**src/rtl/extint_controller_v2.sv**
```systemverilog
// extint_controller_v2: external interrupt controller between SRC_NUM IP
// interrupt lines and the core's single external-interrupt input.
// Per-source pending, enable and edge/level mode; fixed priority (source 0
// highest). Firmware access goes through a 4-register bus slave:
//   0x0 PEND (R/W1C), 0x4 EN (RW), 0x8 MODE (RW, 0=rising edge, 1=level-high),
//   0xC CLAIM (RO, winner index+1 or 0).
// Ports:
//   clk, rstn          clock, synchronous active-low reset
//   ext_int_trigger    to core, |(pend & en)
//   ext_int_handled    from core, 1-cycle pulse: current winner serviced
//   ext_int_from       IP interrupt lines, synchronous to clk
//   addr/w_rb/acc/wdata/req  bus request
//   rdata/resp         registered bus response
//   fault              combinational illegal-access flag

`ifndef BUS_ACC_WIDTH
`define BUS_ACC_WIDTH 2
`endif
`ifndef BUS_ACC_4B
`define BUS_ACC_4B 2'b10
`endif

module extint_controller_v2 #(
  parameter int unsigned SRC_NUM  = 8,
  parameter int unsigned VA_WIDTH = 4,
  parameter int unsigned XLEN     = 32
) (
  input  logic                      clk,
  input  logic                      rstn,
  output logic                      ext_int_trigger,
  input  logic                      ext_int_handled,
  input  logic [SRC_NUM-1:0]        ext_int_from,
  input  logic [VA_WIDTH-1:0]       addr,
  input  logic                      w_rb,
  input  logic [`BUS_ACC_WIDTH-1:0] acc,
  output logic [XLEN-1:0]           rdata,
  input  logic [XLEN-1:0]           wdata,
  input  logic                      req,
  output logic                      resp,
  output logic                      fault
);

  localparam int unsigned CLAIM_W = $clog2(SRC_NUM + 1);

  localparam logic [VA_WIDTH-1:0] ADDR_PEND  = VA_WIDTH'(4'h0);
  localparam logic [VA_WIDTH-1:0] ADDR_EN    = VA_WIDTH'(4'h4);
  localparam logic [VA_WIDTH-1:0] ADDR_MODE  = VA_WIDTH'(4'h8);
  localparam logic [VA_WIDTH-1:0] ADDR_CLAIM = VA_WIDTH'(4'hC);

  logic [SRC_NUM-1:0] prev_q, prev_d;
  logic [SRC_NUM-1:0] pend_q, pend_d;
  logic [SRC_NUM-1:0] en_q, en_d;
  logic [SRC_NUM-1:0] mode_q, mode_d;
  logic [XLEN-1:0]    rdata_q, rdata_d;
  logic               resp_q, resp_d;

  logic [SRC_NUM-1:0] edge_c;
  logic [SRC_NUM-1:0] act_c;
  logic [SRC_NUM-1:0] win_onehot_c;
  logic [SRC_NUM-1:0] w1c_c;
  logic [SRC_NUM-1:0] clr_c;
  logic [CLAIM_W-1:0] win_idx_c;
  logic [CLAIM_W-1:0] claim_c;
  logic               win_vld_c;
  logic               invld_c;
  logic               wr_c;
  logic               rd_c;
  logic               unused_wdata_c;

  // Only the low SRC_NUM write-data bits map to register bits.
  assign unused_wdata_c = ^wdata;

  assign edge_c = ext_int_from & ~prev_q;
  assign act_c  = pend_q & en_q;

  // Fixed priority: scan from the top so the lowest active index wins.
  always_comb begin
    win_vld_c = 1'b0;
    win_idx_c = '0;
    for (int i = int'(SRC_NUM) - 1; i >= 0; i--) begin
      if (act_c[i]) begin
        win_vld_c = 1'b1;
        win_idx_c = CLAIM_W'(i);
      end
    end
  end

  assign win_onehot_c = win_vld_c ? (SRC_NUM'(1) << win_idx_c) : '0;
  assign claim_c      = win_vld_c ? (win_idx_c + CLAIM_W'(1)) : '0;

  // Bus access decode.
  assign invld_c = (acc != `BUS_ACC_4B) || (addr[1:0] != 2'b00) ||
                   (w_rb && (addr == ADDR_CLAIM));
  assign fault   = req & invld_c;
  assign wr_c    = req & ~invld_c & w_rb;
  assign rd_c    = req & ~invld_c & ~w_rb;

  assign w1c_c = (wr_c && (addr == ADDR_PEND)) ? wdata[SRC_NUM-1:0] : '0;
  assign clr_c = w1c_c | (ext_int_handled ? win_onehot_c : '0);

  // Next-state logic for all registers.
  always_comb begin
    prev_d  = ext_int_from;
    en_d    = en_q;
    mode_d  = mode_q;
    rdata_d = rdata_q;
    resp_d  = 1'b0;
    // Level bits mirror the input; edge bits let a new edge win over a clear.
    pend_d  = (mode_q & ext_int_from) |
              (~mode_q & ((pend_q & ~clr_c) | edge_c));

    if (wr_c) begin
      if (addr == ADDR_EN)   en_d   = wdata[SRC_NUM-1:0];
      if (addr == ADDR_MODE) mode_d = wdata[SRC_NUM-1:0];
    end

    if (wr_c || rd_c) begin
      resp_d = 1'b1;
    end

    if (rd_c) begin
      case (addr)
        ADDR_PEND:  rdata_d = XLEN'(pend_q);
        ADDR_EN:    rdata_d = XLEN'(en_q);
        ADDR_MODE:  rdata_d = XLEN'(mode_q);
        ADDR_CLAIM: rdata_d = XLEN'(claim_c);
        default:    rdata_d = '0;
      endcase
    end
  end

  // State registers.
  always_ff @(posedge clk) begin
    if (!rstn) begin
      prev_q  <= '0;
      pend_q  <= '0;
      en_q    <= '0;
      mode_q  <= '0;
      rdata_q <= '0;
      resp_q  <= 1'b0;
    end else begin
      prev_q  <= prev_d;
      pend_q  <= pend_d;
      en_q    <= en_d;
      mode_q  <= mode_d;
      rdata_q <= rdata_d;
      resp_q  <= resp_d;
    end
  end

  assign ext_int_trigger = |act_c;
  assign rdata           = rdata_q;
  assign resp            = resp_q;

endmodule

```
**config.mk**
```make
export PLATFORM = sky130hd
export DESIGN_NAME = extint_controller_v2
export DESIGN_NICKNAME = d
export VERILOG_FILES = /design/src/rtl/extint_controller_v2.sv
export SDC_FILE = /design/constraint.sdc
export NUM_CORES = 1
export LEC_CHECK = 0
export BUFFER_PORTS_ARGS = -buffer_cell sky130_fd_sc_hd__clkbuf_2
export CAP_MARGIN = 20
export CORE_MARGIN = 3
export CORE_UTILIZATION = 35
export CTS_BUF_LIST = sky130_fd_sc_hd__clkbuf_4
export DETAILED_ROUTE_END_ITERATION = 10
export HOLD_SLACK_MARGIN = 0.02
export PLACE_DENSITY_LB_ADDON = 0.3
export SYNTH_ARGS = -nofsm -noshare
export SYNTH_HDL_FRONTEND = slang
export SYNTH_SLANG_ARGS = --single-unit
```
**constraint.sdc**
```tcl
create_clock -name clk -period 2.01 [get_ports clk]
set_clock_uncertainty 0.2 [all_clocks]
set_input_delay 0.1005 -clock clk [delete_from_list [all_inputs] [get_ports clk]]
set_output_delay 0.1005 -clock clk [all_outputs]
set_load 0.01 [all_outputs]
```
==> results.py, run 1 <==
metrics = {
    "floorplan": {
        "ioPinCount": 86,
        "die_y_um": 85.8,
        "die-area_um2": 7360,
        "coreArea_um2": 6030,
        "rows": 28,
        "initial_utilization": 0.370,
        "die-width_um": 85.8,
    },
    "clocking": {
        "numCtsBuffers": 5,
        "clock_latency_ns": 0.35,
        "ctsLongestPathBuffers": 2,
        "clk_pin_slew_ns": 0.12,
        "cts_tree": "yes",
        "cts_root_buf": "clkbuf_4",
        "numClockSinks": 41,
        "cts-htree-levels": 2,
    },
    "cells_and_area": {
        "fin_nets": 375,
        "fin_cells": 394,
        "n_antenna_cell": 0,
        "fillerInstances": 589,
        "syn2layout_area_growth_pct": 29.0,
        "register_area_um2": 826,
        "layout-drive-gt1-share": 0.276,
        "multi_input_area_um2": 1340,
    },
    "placement": {
        "place_hpwl_um": 3930,
        "dp_cells": 365,
        "numPortBuffers": 37,
        "dpl_worst_slack_ns": -0.107,
        "finalWeightedCongestion": 0.947,
    },
    "setup_path": {
        "start_kind": "flop",
        "reg2reg_slack_ns": 0.05,
        "worstReg2RegEnd": "pend_q[7]$_SDFF_PN0_",
        "worstPathArrival_ns": 2.06,
        "rr_worst_depth": 8,
        "path_class": "reg2reg",
        "r2r-start": "pend_q[7]$_SDFF_PN0_",
        "cp_max_fo": 4,
        "cp.required_ns": 2.11,
        "cp-end-kind": "flop",
    },
    "sta": {
        "rsz0062_at_grt": "yes",
        "tns_ns": 0,
        "min_period_ns": 1.96,
        "setup_viol": 0,
        "fin_crit_sh": 0.974,
        "hold_viol_final": 0,
        "slew_viol_final": 0,
        "layout_setup_ws_ns": 0.0516,
        "fmax_ghz": 0.511,
    },
    "logic_synthesis": {
        "synth_area_um2": 2230,
        "syn_inst": 248,
        "synth_cell_types": 36,
        "ys_seq_elements": 41,
        "yosysWarnings": 0,
        "syn_area_per_cell_um2": 8.98,
        "ys_seq_area_frac": 0.369,
    },
    "global_routing": {
        "grt_start_max_net_pins": 26,
        "grt_overflow_total": 0,
        "grt_antenna_before_repair": 0,
        "grt_pass1_wl_um": 8550,
        "gr-usage-all-layers": 0.144,
        "grt_pass1_vias": 1824,
    },
    "power": {
        "ir_drop_v": 0.000367,
        "total_leakage_power_uw": 0.00125,
        "powerDensity_nw_per_um2": 550,
    },
    "route": {
        "drtIter0Drc": 89,
        "vias": 1909,
        "wl_per_cell_um": 13.3,
        "dr.pass1.iters": 4,
        "post_drt_via_cell_ratio": 4.85,
        "drc": 0,
        "drt-total-wl_um": 5240,
        "antenna_left": 0,
    },
    "worst_hold_path": {
        "worstHoldEndpoint": "rdata[2]$_SDFFE_PN0P_",
        "min_from": "addr[1]",
        "hold_path_depth": 4,
        "hp-class": "in2reg",
    },
    "outcome": {
        "status": "complete, no violations",
    },
    "run": {
        "max_cap_viol_count": 0,
    },
}
[cells in the final DEF, fill, tap and decap left out, types with 2 or more instances in the layout]
cell type      netlist  routed
ha_2                 0       2
dfxtp_1             41      37
a21oi_1              5       5
a311oi_2             0       3
a22o_1               6       6
nand2b_1             5       5
conb_1               1      24
a41o_1               3       3
clkbuf_4             0       5
a21boi_0             8       7
o21ai_0             13      12
a311oi_1             5       2
mux2i_1             24      24
inv_1                7       5
nand3_2              1       2
clkbuf_2             0      37
dfxtp_2              0       4
a32oi_1              3       3
buf_4               24      17
nand3_1              5       4
dlygate4sd3_1        0      19
ha_4                 0       4
nor2b_1             18      18
and2_1               8       8
nand2_1             36      36
nor2_1               5       4
[routing by layer]
metal,wire length (um),up-vias,share of wire,global-route usage
met1,2440,873,0.47,0.184
met5,0,-,0,0
met4,108,0,0.021,0.0532
met3,283,11,0.054,0.0288
met2,2410,63,0.46,0.241
li1,-,962,-,-
[final cells by class]
| type | count | share of cell area |
|---|---|---|
| tap | 75 | 0.0327 |
| multi-input combinational | 190 | 0.468 |
| inverter | 7 | 0.0100 |
| timing repair buffer | 73 | 0.175 |
| sequential | 41 | 0.287 |
| clock buffer | 5 | 0.0131 |
| clock inverter | 3 | 0.0144 |
[cell usage after synthesis (all sizes together)]
library cell / count / area [um2]
a221oi: 2 / 17.5
o211ai: 1 / 7.51
nand4: 2 / 18.8
o21a: 1 / 7.51
nor2: 5 / 18.8
a32oi: 3 / 26.3
nor4b: 1 / 23.8
conb: 1 / 3.75
nor3b: 1 / 12.5
and2: 8 / 50.1
nand3: 6 / 35.0
clkbuf: 6 / 22.5
nor2b: 18 / 113
and3b: 1 / 8.76
a21oi: 5 / 25.0
and3: 2 / 12.5
a311oi: 5 / 43.8
ha: 6 / 75.1
a22o: 6 / 52.6
a32o: 1 / 10.0
a21boi: 8 / 60.1
or4: 1 / 7.51
buf: 27 / 201
mux2i: 24 / 240
nor3: 1 / 16.3
inv: 7 / 26.3
nand2b: 5 / 31.3
dfxtp: 41 / 821
nand2: 36 / 135
o21ai: 13 / 65.1
and4: 1 / 8.76
a41o: 3 / 30.0
[registers in the layout (all words and copies together) (netlist names)]
register / cells
prev_q: 8
en_q: 8
rdata: 8
pend_q: 8
resp: 1
mode_q: 8
[worst max-delay path by stage]
| stage | startpoint | endpoint | slack (ns) | depth (start not counted) |
|---|---|---|---|---|
| 2_1_floorplan | pend_q[6]$_SDFF_PN0_ | rdata[2]$_SDFFE_PN0P_ | 0.001 | 8 |
| 3_3_place_gp | pend_q[6]$_SDFF_PN0_ | rdata[2]$_SDFFE_PN0P_ | -0.13 | 8 |
| 3_5_place_dp | pend_q[6]$_SDFF_PN0_ | rdata[2]$_SDFFE_PN0P_ | -0.11 | 8 |
| 4_1_cts | en_q[7]$_SDFFE_PN0P_ | pend_q[3]$_SDFF_PN0_ | -0.02 | 8 |
| 5_1_grt | pend_q[6]$_SDFF_PN0_ | pend_q[3]$_SDFF_PN0_ | -0.04 | 8 |
| 6_report | pend_q[7]$_SDFF_PN0_ | pend_q[7]$_SDFF_PN0_ | 0.05 | 8 |
[timing repair]
action                                  4_1_cts  5_1_grt
hold buffers                                 19        0
pin swaps                                     4       13
resized for setup                            11       13
endpoints found under the setup margin        9        9
setup buffers                                 0        2
gates cloned                                  0        0
hold endpoints to repair                     39        0
[worst max-delay path, stage by stage, from the launching register on]
cell and delay (ns):
dfxtp_2 0.36, a22o_1 0.26, nand3_2 0.08, nand3_1 0.08, and3_4 0.19, ha_2 0.20, ha_4 0.16, a311oi_1 0.22
a22o_1 0.17
[power by group]
part | switching (uW) | internal, uW
clock | 266 | 257
combinational | 101 | 101
sequential | 16.1 | 840
total | 383 | 1200
[logic make-up (layout without fill, tap and decap cells)]
family / Yosys count / after routing / synth area share
AO/OA/AOI/OAI: 48 / 48 / 0.155
multiplexers: 24 / 24 / 0.108
buffers and inverters: 40 / 88 / 0.112
AND/OR/NAND/NOR: 88 / 88 / 0.221
adder cells (fa/ha/maj): 6 / 6 / 0.0337
other: 1 / 24 / 0.00168
flip-flops: 41 / 41 / 0.369
[stage by stage]
step           cell area, um2   util  power, uW  hold WS [ns]
2_1_floorplan            2320      -       1000        0.0383
3_3_place_gp             2490  0.413       1040         0.123
3_5_place_dp             2490  0.413       1040         0.125
4_1_cts                  2800  0.464       1590        0.0774
5_1_grt                  2870  0.477       1660        0.0935
6_report                 2870  0.477       1580        0.0809
Note: power is estimated with default switching activity, not from simulation.
==> inputs of run 2 (changes only) <==
Settings changed: CORE_UTILIZATION 35 to 40.
==> run 2 against run 1 <==
Effect of this change:
- the flow now finishes with violations (negative setup slack)
- combinational power rose by 4%
- fmax fell by 3.7%
- die area fell by 12%
- via count rose by 5.4%
- design area rose by 1.8%
- critical path type unchanged
- largest power group unchanged
- highest routed layer unchanged
==> results.py, run 2 (synthesis gave the netlist of run 1 again) <==
metrics = {
    "setup_path": {
        "worstPathCellList": "a22o_1, nand3_2, nand3_2, and3_4, ha_4, buf_6, ha_4, a311oi_2, a22o_1",
        "worstPathArrival_ns": 2.13,
        "crit_family": "compound AO/OA/AOI/OAI gates",
        "crit_slowest_cell": "dfxtp_2",
        "cp_max_fo": 3,
        "cp.required_ns": 2.11,
        "crit_buf_inv": 1,
        "start_kind": "flop",
        "slowest_delay_ns": 0.35,
        "path_class": "reg2reg",
        "cp-end-kind": "flop",
    },
    "route": {
        "met1_length_um": 2650,
        "post_drt_via_cell_ratio": 5.08,
        "drtIter0Drc": 118,
        "wl_per_cell_um": 14.6,
        "drc": 0,
        "met2_length_um": 2680,
        "vias": 2012,
        "wl_met3_um": 387,
        "antenna_left": 0,
        "drt-total-wl_um": 5790,
        "dr.pass1.iters": 4,
        "highest_layer": "met4",
    },
    "floorplan": {
        "coreArea_um2": 5240,
        "die-width_um": 80.6,
        "rows": 26,
        "die_y_um": 80.6,
        "ioPinCount": 86,
        "die-area_um2": 6500,
        "initial_utilization": 0.425,
    },
    "power": {
        "clock_power_share": 0.276,
        "switching_share": 0.272,
        "ir_drop_v": 0.000417,
        "seqPwrFrac": 0.581,
        "combPwrFrac": 0.143,
        "p_total_uw": 1470,
        "switchingPower_uw": 401,
        "powerDensity_nw_per_um2": 503,
        "p_int_uw": 1070,
        "total_leakage_power_uw": 0.00129,
    },
    "cells_and_area": {
        "n_antenna_cell": 0,
        "mostFrequentLayoutCell": "clkbuf_2",
        "syn2layout_area_growth_pct": 31.3,
        "fin_nets": 382,
        "layout_common_cells": "clkbuf_2 (37), nand2_1 (36), dfxtp_1 (36)",
        "fillerInstances": 494,
        "layout-drive-gt1-share": 0.301,
    },
    "sta": {
        "rsz0062_at_grt": "yes",
        "slew_viol_final": 0,
        "min_period_ns": 2.03,
        "setup_viol": 1,
        "layout_setup_ws_ns": -0.0245,
        "fin_crit_sh": 1.01,
        "holdWs_ns": 0.0384,
        "tns_ns": -0.0245,
        "fmax_ghz": 0.492,
        "hold_viol_final": 0,
    },
    "clocking": {
        "clk_pin_slew_ns": 0.12,
        "numClockSinks": 41,
        "cts-htree-levels": 2,
        "ctsLongestPathBuffers": 2,
        "clock_latency_ns": 0.35,
        "cts_tree": "yes",
        "cts_root_buf": "clkbuf_4",
        "numCtsBuffers": 5,
    },
    "global_routing": {
        "grt_pass1_wl_um": 8910,
        "grt_start_max_net_pins": 30,
        "grt_pass1_vias": 1813,
        "gr-usage-all-layers": 0.178,
        "grt_overflow_total": 0,
        "grt_antenna_before_repair": 0,
    },
    "placement": {
        "finalWeightedCongestion": 0.888,
        "dpl_worst_slack_ns": -0.123,
        "place_hpwl_um": 3970,
        "numPortBuffers": 37,
    },
    "outcome": {
        "violations": "negative setup slack",
        "status": "finished, violations left",
    },
    "worst_hold_path": {
        "hp-class": "in2reg",
    },
    "run": {
        "max_cap_viol_count": 0,
    },
}
[run 2: cell types whose count changed in the layout (fill, tap and decap cells not counted), sizes merged]
| cell | change |
|---|---|
| clkinv | +2 |
| bufinv | -1 |
| dlygate4sd3 | -1 |
| clkinvlp | -1 |
| buf | +8 |
[run 2: per-layer routing]
metal,track usage,up-vias
met3,0.0392,8
met5,0,-
li1,-,980
met2,0.283,74
met1,0.240,950
met4,0.0541,0
[run 2: repair_timing]
item,CTS,global route
gates cloned,0,0
buffers inserted,3,2
setup endpoints to repair,9,9
pin swaps,9,9
endpoints found under the hold margin,34,0
resized for setup,18,12
hold buffers,18,0
[run 2: layout make-up]
cell class              count  area (um2)  share of cell area
inverters                   7        28.8             0.00984
repair buffers             80         557               0.190
multi-input cells         190        1380               0.470
well taps                  70        87.6              0.0299
flip-flops and latches     41         827               0.283
clock buffers               5        37.5              0.0128
clock inverters             3        12.5             0.00428
[run 2: per-stage QoR]
step	instances	area, um2	util
after global placement	365	2520	0.481
after CTS	394	2850	0.543
after global routing	396	2930	0.559
after detailed placement	365	2520	0.481
after floorplan	271	2320	-
final	396	2930	0.559
[run 2: path summary, 6_finish.rpt]
path | startpoint | end | slack [ns] | depth (start not counted)
max | pend_q[7]$_SDFF_PN0_ | pend_q[3]$_SDFF_PN0_ | -0.02 | 9
max reg2reg | pend_q[7]$_SDFF_PN0_ | pend_q[3]$_SDFF_PN0_ | -0.02 | 9
min | w_rb | rdata[4]$_SDFFE_PN0P_ | 0.04 | 5
min reg2reg | rdata[5]$_SDFFE_PN0P_ | rdata[5]$_SDFFE_PN0P_ | 0.27 | 2
[run 2: worst reg2reg max path, stage by stage (launching register included)]
cell	delay [ns]
dfxtp_2	0.35
a22o_1	0.24
nand3_2	0.08
nand3_2	0.07
and3_4	0.21
ha_4	0.17
buf_6	0.12
ha_4	0.14
a311oi_2	0.21
a22o_1	0.18
[run 2: power groups by stage]
stage	Sequential, uW	Combinational [uW]	Clock, uW
floorplan	870	134	0
global placement	873	166	0
detailed placement	873	169	0
CTS	854	206	409
global route	858	231	453
finish	856	211	406
==> inputs of run 3 (changes only) <==
Settings changed: ABC_AREA set to 1.
==> run 3 against run 2 <==
Effect of this change:
- the flow now finishes without violations
- via count increased by 6.4%
- synthesized area decreased by 1.5%
- utilization decreased by 2.2 points
- clock power increased by 3%
- sequential power decreased by 0.5%
- final cell count increased by 16%
- count of clock-buffer cells in the layout increased by 1
- hold slack improved by 0.011 ns
- non-clock buffer count decreased by 4
- critical endpoint is now rdata[2]$_SDFFE_PN0P_
- critical path type unchanged
- combinational power decreased by 11%
- fmax increased by 3.9%
- global-route usage about the same
==> results.py, run 3 <==
metrics = {
    "outcome": {
        "status": "complete, no violations",
    },
    "floorplan": {
        "die-width_um": 80.1,
        "die_y_um": 80.1,
        "rows": 26,
        "ioPinCount": 86,
        "initial_utilization": 0.421,
        "coreArea_um2": 5200,
        "die-area_um2": 6410,
    },
    "logic_synthesis": {
        "synth_fa_ha_area_frac": 0.0342,
        "ys_seq_area_frac": 0.374,
        "yosys-top-cells-area": "dfxtp_1 (37%), nand2_1 (13%), buf_4 (8.2%), inv_1 (6.7%), a21oi_1 (5.0%)",
        "ys_seq_elements": 41,
        "synth_area_leader_cell": "dfxtp_1",
        "synth_area_um2": 2190,
        "ys.flop_type": "dfxtp_1",
        "syn_inst": 311,
        "synth_top_family_by_area": "simple AND/OR/NAND/NOR gates",
        "syn_area_per_cell_um2": 7.05,
        "synth_mux_area_frac": 0,
        "synth_top_area_frac": 0.374,
        "synth_cell_types": 26,
        "synth_edf_count": 0,
        "synth_compound_area_frac": 0.154,
        "yosys-top-cells-count": "nand2_1 (75), dfxtp_1 (41), inv_1 (39)",
        "synthArstFlopShare": 0,
        "synth-simple-area-share": 0.268,
        "yosysWarnings": 0,
        "synth_xor_area_frac": 0,
        "synth.most_common_cell": "nand2_1",
    },
    "setup_path": {
        "cp.required_ns": 2.10,
        "slowest_delay_ns": 0.35,
        "crit_buf_inv": 2,
        "start_kind": "flop",
        "worstPathCellList": "nand2_2, inv_1, nand2_1, nand2_1, nand2_1, nand2_1, nand2_1, nand2_2, nand2_2, inv_2, ha_2, ha_4, nand2_1, nand4_1, nand2_1, a21oi_1",
        "path_class": "reg2reg",
        "cp-end-kind": "flop",
        "worst_path_most_repeated_cell": "nand2_1",
        "crit_family": "simple AND/OR/NAND/NOR gates",
        "cp_max_fo": 3,
        "worstPathArrival_ns": 2.05,
        "crit_slowest_cell": "dfxtp_2",
    },
    "route": {
        "antenna_left": 0,
        "wl_met3_um": 415,
        "vias": 2141,
        "wl_per_cell_um": 12.2,
        "dr.pass1.iters": 4,
        "drc": 0,
        "drt-total-wl_um": 5620,
        "highest_layer": "met4",
        "post_drt_via_cell_ratio": 4.66,
        "drtIter0Drc": 148,
        "met2_length_um": 2440,
        "met1_length_um": 2670,
    },
    "clocking": {
        "cts_root_buf": "clkbuf_4",
        "clock_latency_ns": 0.35,
        "clk_pin_slew_ns": 0.12,
        "cts-htree-levels": 2,
        "numClockSinks": 41,
        "cts_tree": "yes",
        "numCtsBuffers": 5,
        "ctsLongestPathBuffers": 2,
    },
    "sta": {
        "fin_crit_sh": 0.974,
        "hold_viol_final": 0,
        "tns_ns": 0,
        "setup_viol": 0,
        "slew_viol_final": 0,
        "fmax_ghz": 0.511,
        "holdWs_ns": 0.0498,
        "layout_setup_ws_ns": 0.0522,
        "min_period_ns": 1.96,
        "rsz0062_at_grt": "yes",
    },
    "power": {
        "clock_power_share": 0.287,
        "combPwrFrac": 0.128,
        "switching_share": 0.267,
        "ir_drop_v": 0.000296,
        "total_leakage_power_uw": 0.00138,
        "p_total_uw": 1460,
        "p_int_uw": 1070,
        "seqPwrFrac": 0.585,
        "switchingPower_uw": 388,
        "powerDensity_nw_per_um2": 522,
    },
    "global_routing": {
        "grt_overflow_total": 0,
        "grt_pass1_vias": 1912,
        "grt_start_max_net_pins": 18,
        "gr-usage-all-layers": 0.179,
        "grt_antenna_before_repair": 0,
        "grt_pass1_wl_um": 8880,
    },
    "cells_and_area": {
        "fillerInstances": 516,
        "layout_common_cells": "nand2_1 (71), inv_1 (38), clkbuf_2 (37), dfxtp_1 (36), nor2_1 (27)",
        "syn2layout_area_growth_pct": 27.3,
        "stdcell_area_um2": 2790,
        "n_antenna_cell": 0,
        "fin_nets": 445,
        "mostFrequentLayoutCell": "nand2_1",
        "layout-drive-gt1-share": 0.234,
    },
    "worst_hold_path": {
        "hp-class": "in2reg",
    },
    "run": {
        "max_cap_viol_count": 0,
    },
    "placement": {
        "dpl_worst_slack_ns": -0.0495,
        "numPortBuffers": 37,
        "finalWeightedCongestion": 0.864,
        "place_area_um2": 2470,
        "place_hpwl_um": 4000,
    },
}
-- run 3: power groups by stage --
stage / clock network, uW / registers (uW) / logic, uW
after global routing: 463 / 855 / 210
final: 417 / 852 / 187
after global placement: 0 / 867 / 148
after CTS: 427 / 851 / 184
after detailed placement: 0 / 868 / 150
after floorplan: 0 / 866 / 118
-- run 3: per-layer routing --
layer	vias to the layer above	global-route usage
met2	89	0.279
met4	0	0.0709
met1	936	0.245
li1	1105	-
met5	-	0
met3	11	0.0280
-- run 3: worst reg2reg max path, stage by stage (launching register included) --
cell	delay, ns
dfxtp_2	0.35
nand2_2	0.09
inv_1	0.05
nand2_1	0.05
nand2_1	0.05
nand2_1	0.05
nand2_1	0.05
nand2_1	0.06
nand2_2	0.06
nand2_2	0.07
inv_2	0.04
ha_2	0.19
ha_4	0.26
nand2_1	0.05
nand4_1	0.10
nand2_1	0.07
a21oi_1	0.11
-- run 3: area by class of cell --
class,count,area [um2],share of cell area
clock inverter,2,10.0,0.00359
sequential,41,827,0.296
clock buffer,6,45.0,0.0161
inverter,43,161,0.0578
tap,70,87.6,0.0314
timing repair buffer,76,533,0.191
multi-input combinational,221,1130,0.404
-- run 3: per-stage QoR --
stage | std cells | util
finish | 459 | 0.536
global route | 459 | 0.536
CTS | 458 | 0.528
detailed placement | 428 | 0.474
global placement | 428 | 0.474
floorplan | 334 | -
-- run 3: timing repair --
item / CTS / global route
endpoints found under the setup margin: 2 / 5
endpoints found under the hold margin: 41 / 0
hold buffers: 22 / 0
gates resized for setup: 4 / 13
buffers inserted: 0 / 1
pin swaps: 0 / 2
-- run 3: path summary, 6_finish.rpt --
check / start / to / slack (ns) / cells after the start
setup reg to reg: pend_q[7]$_SDFF_PN0_ / rdata[2]$_SDFFE_PN0P_ / 0.05 / 16
setup / recovery: pend_q[7]$_SDFF_PN0_ / rdata[2]$_SDFFE_PN0P_ / 0.05 / 16
hold reg to reg: rdata[2]$_SDFFE_PN0P_ / rdata[2]$_SDFFE_PN0P_ / 0.27 / 2
hold / removal: rstn / prev_q[7]$_SDFF_PN0_ / 0.05 / 3
-- run 3: kinds of logic after synthesis --
family / count (synthesis)
other: 1
buffers and inverters: 72
AO/OA/AOI/OAI: 61
adder cells (fa/ha/maj): 6
flip-flops: 41
AND/OR/NAND/NOR: 130
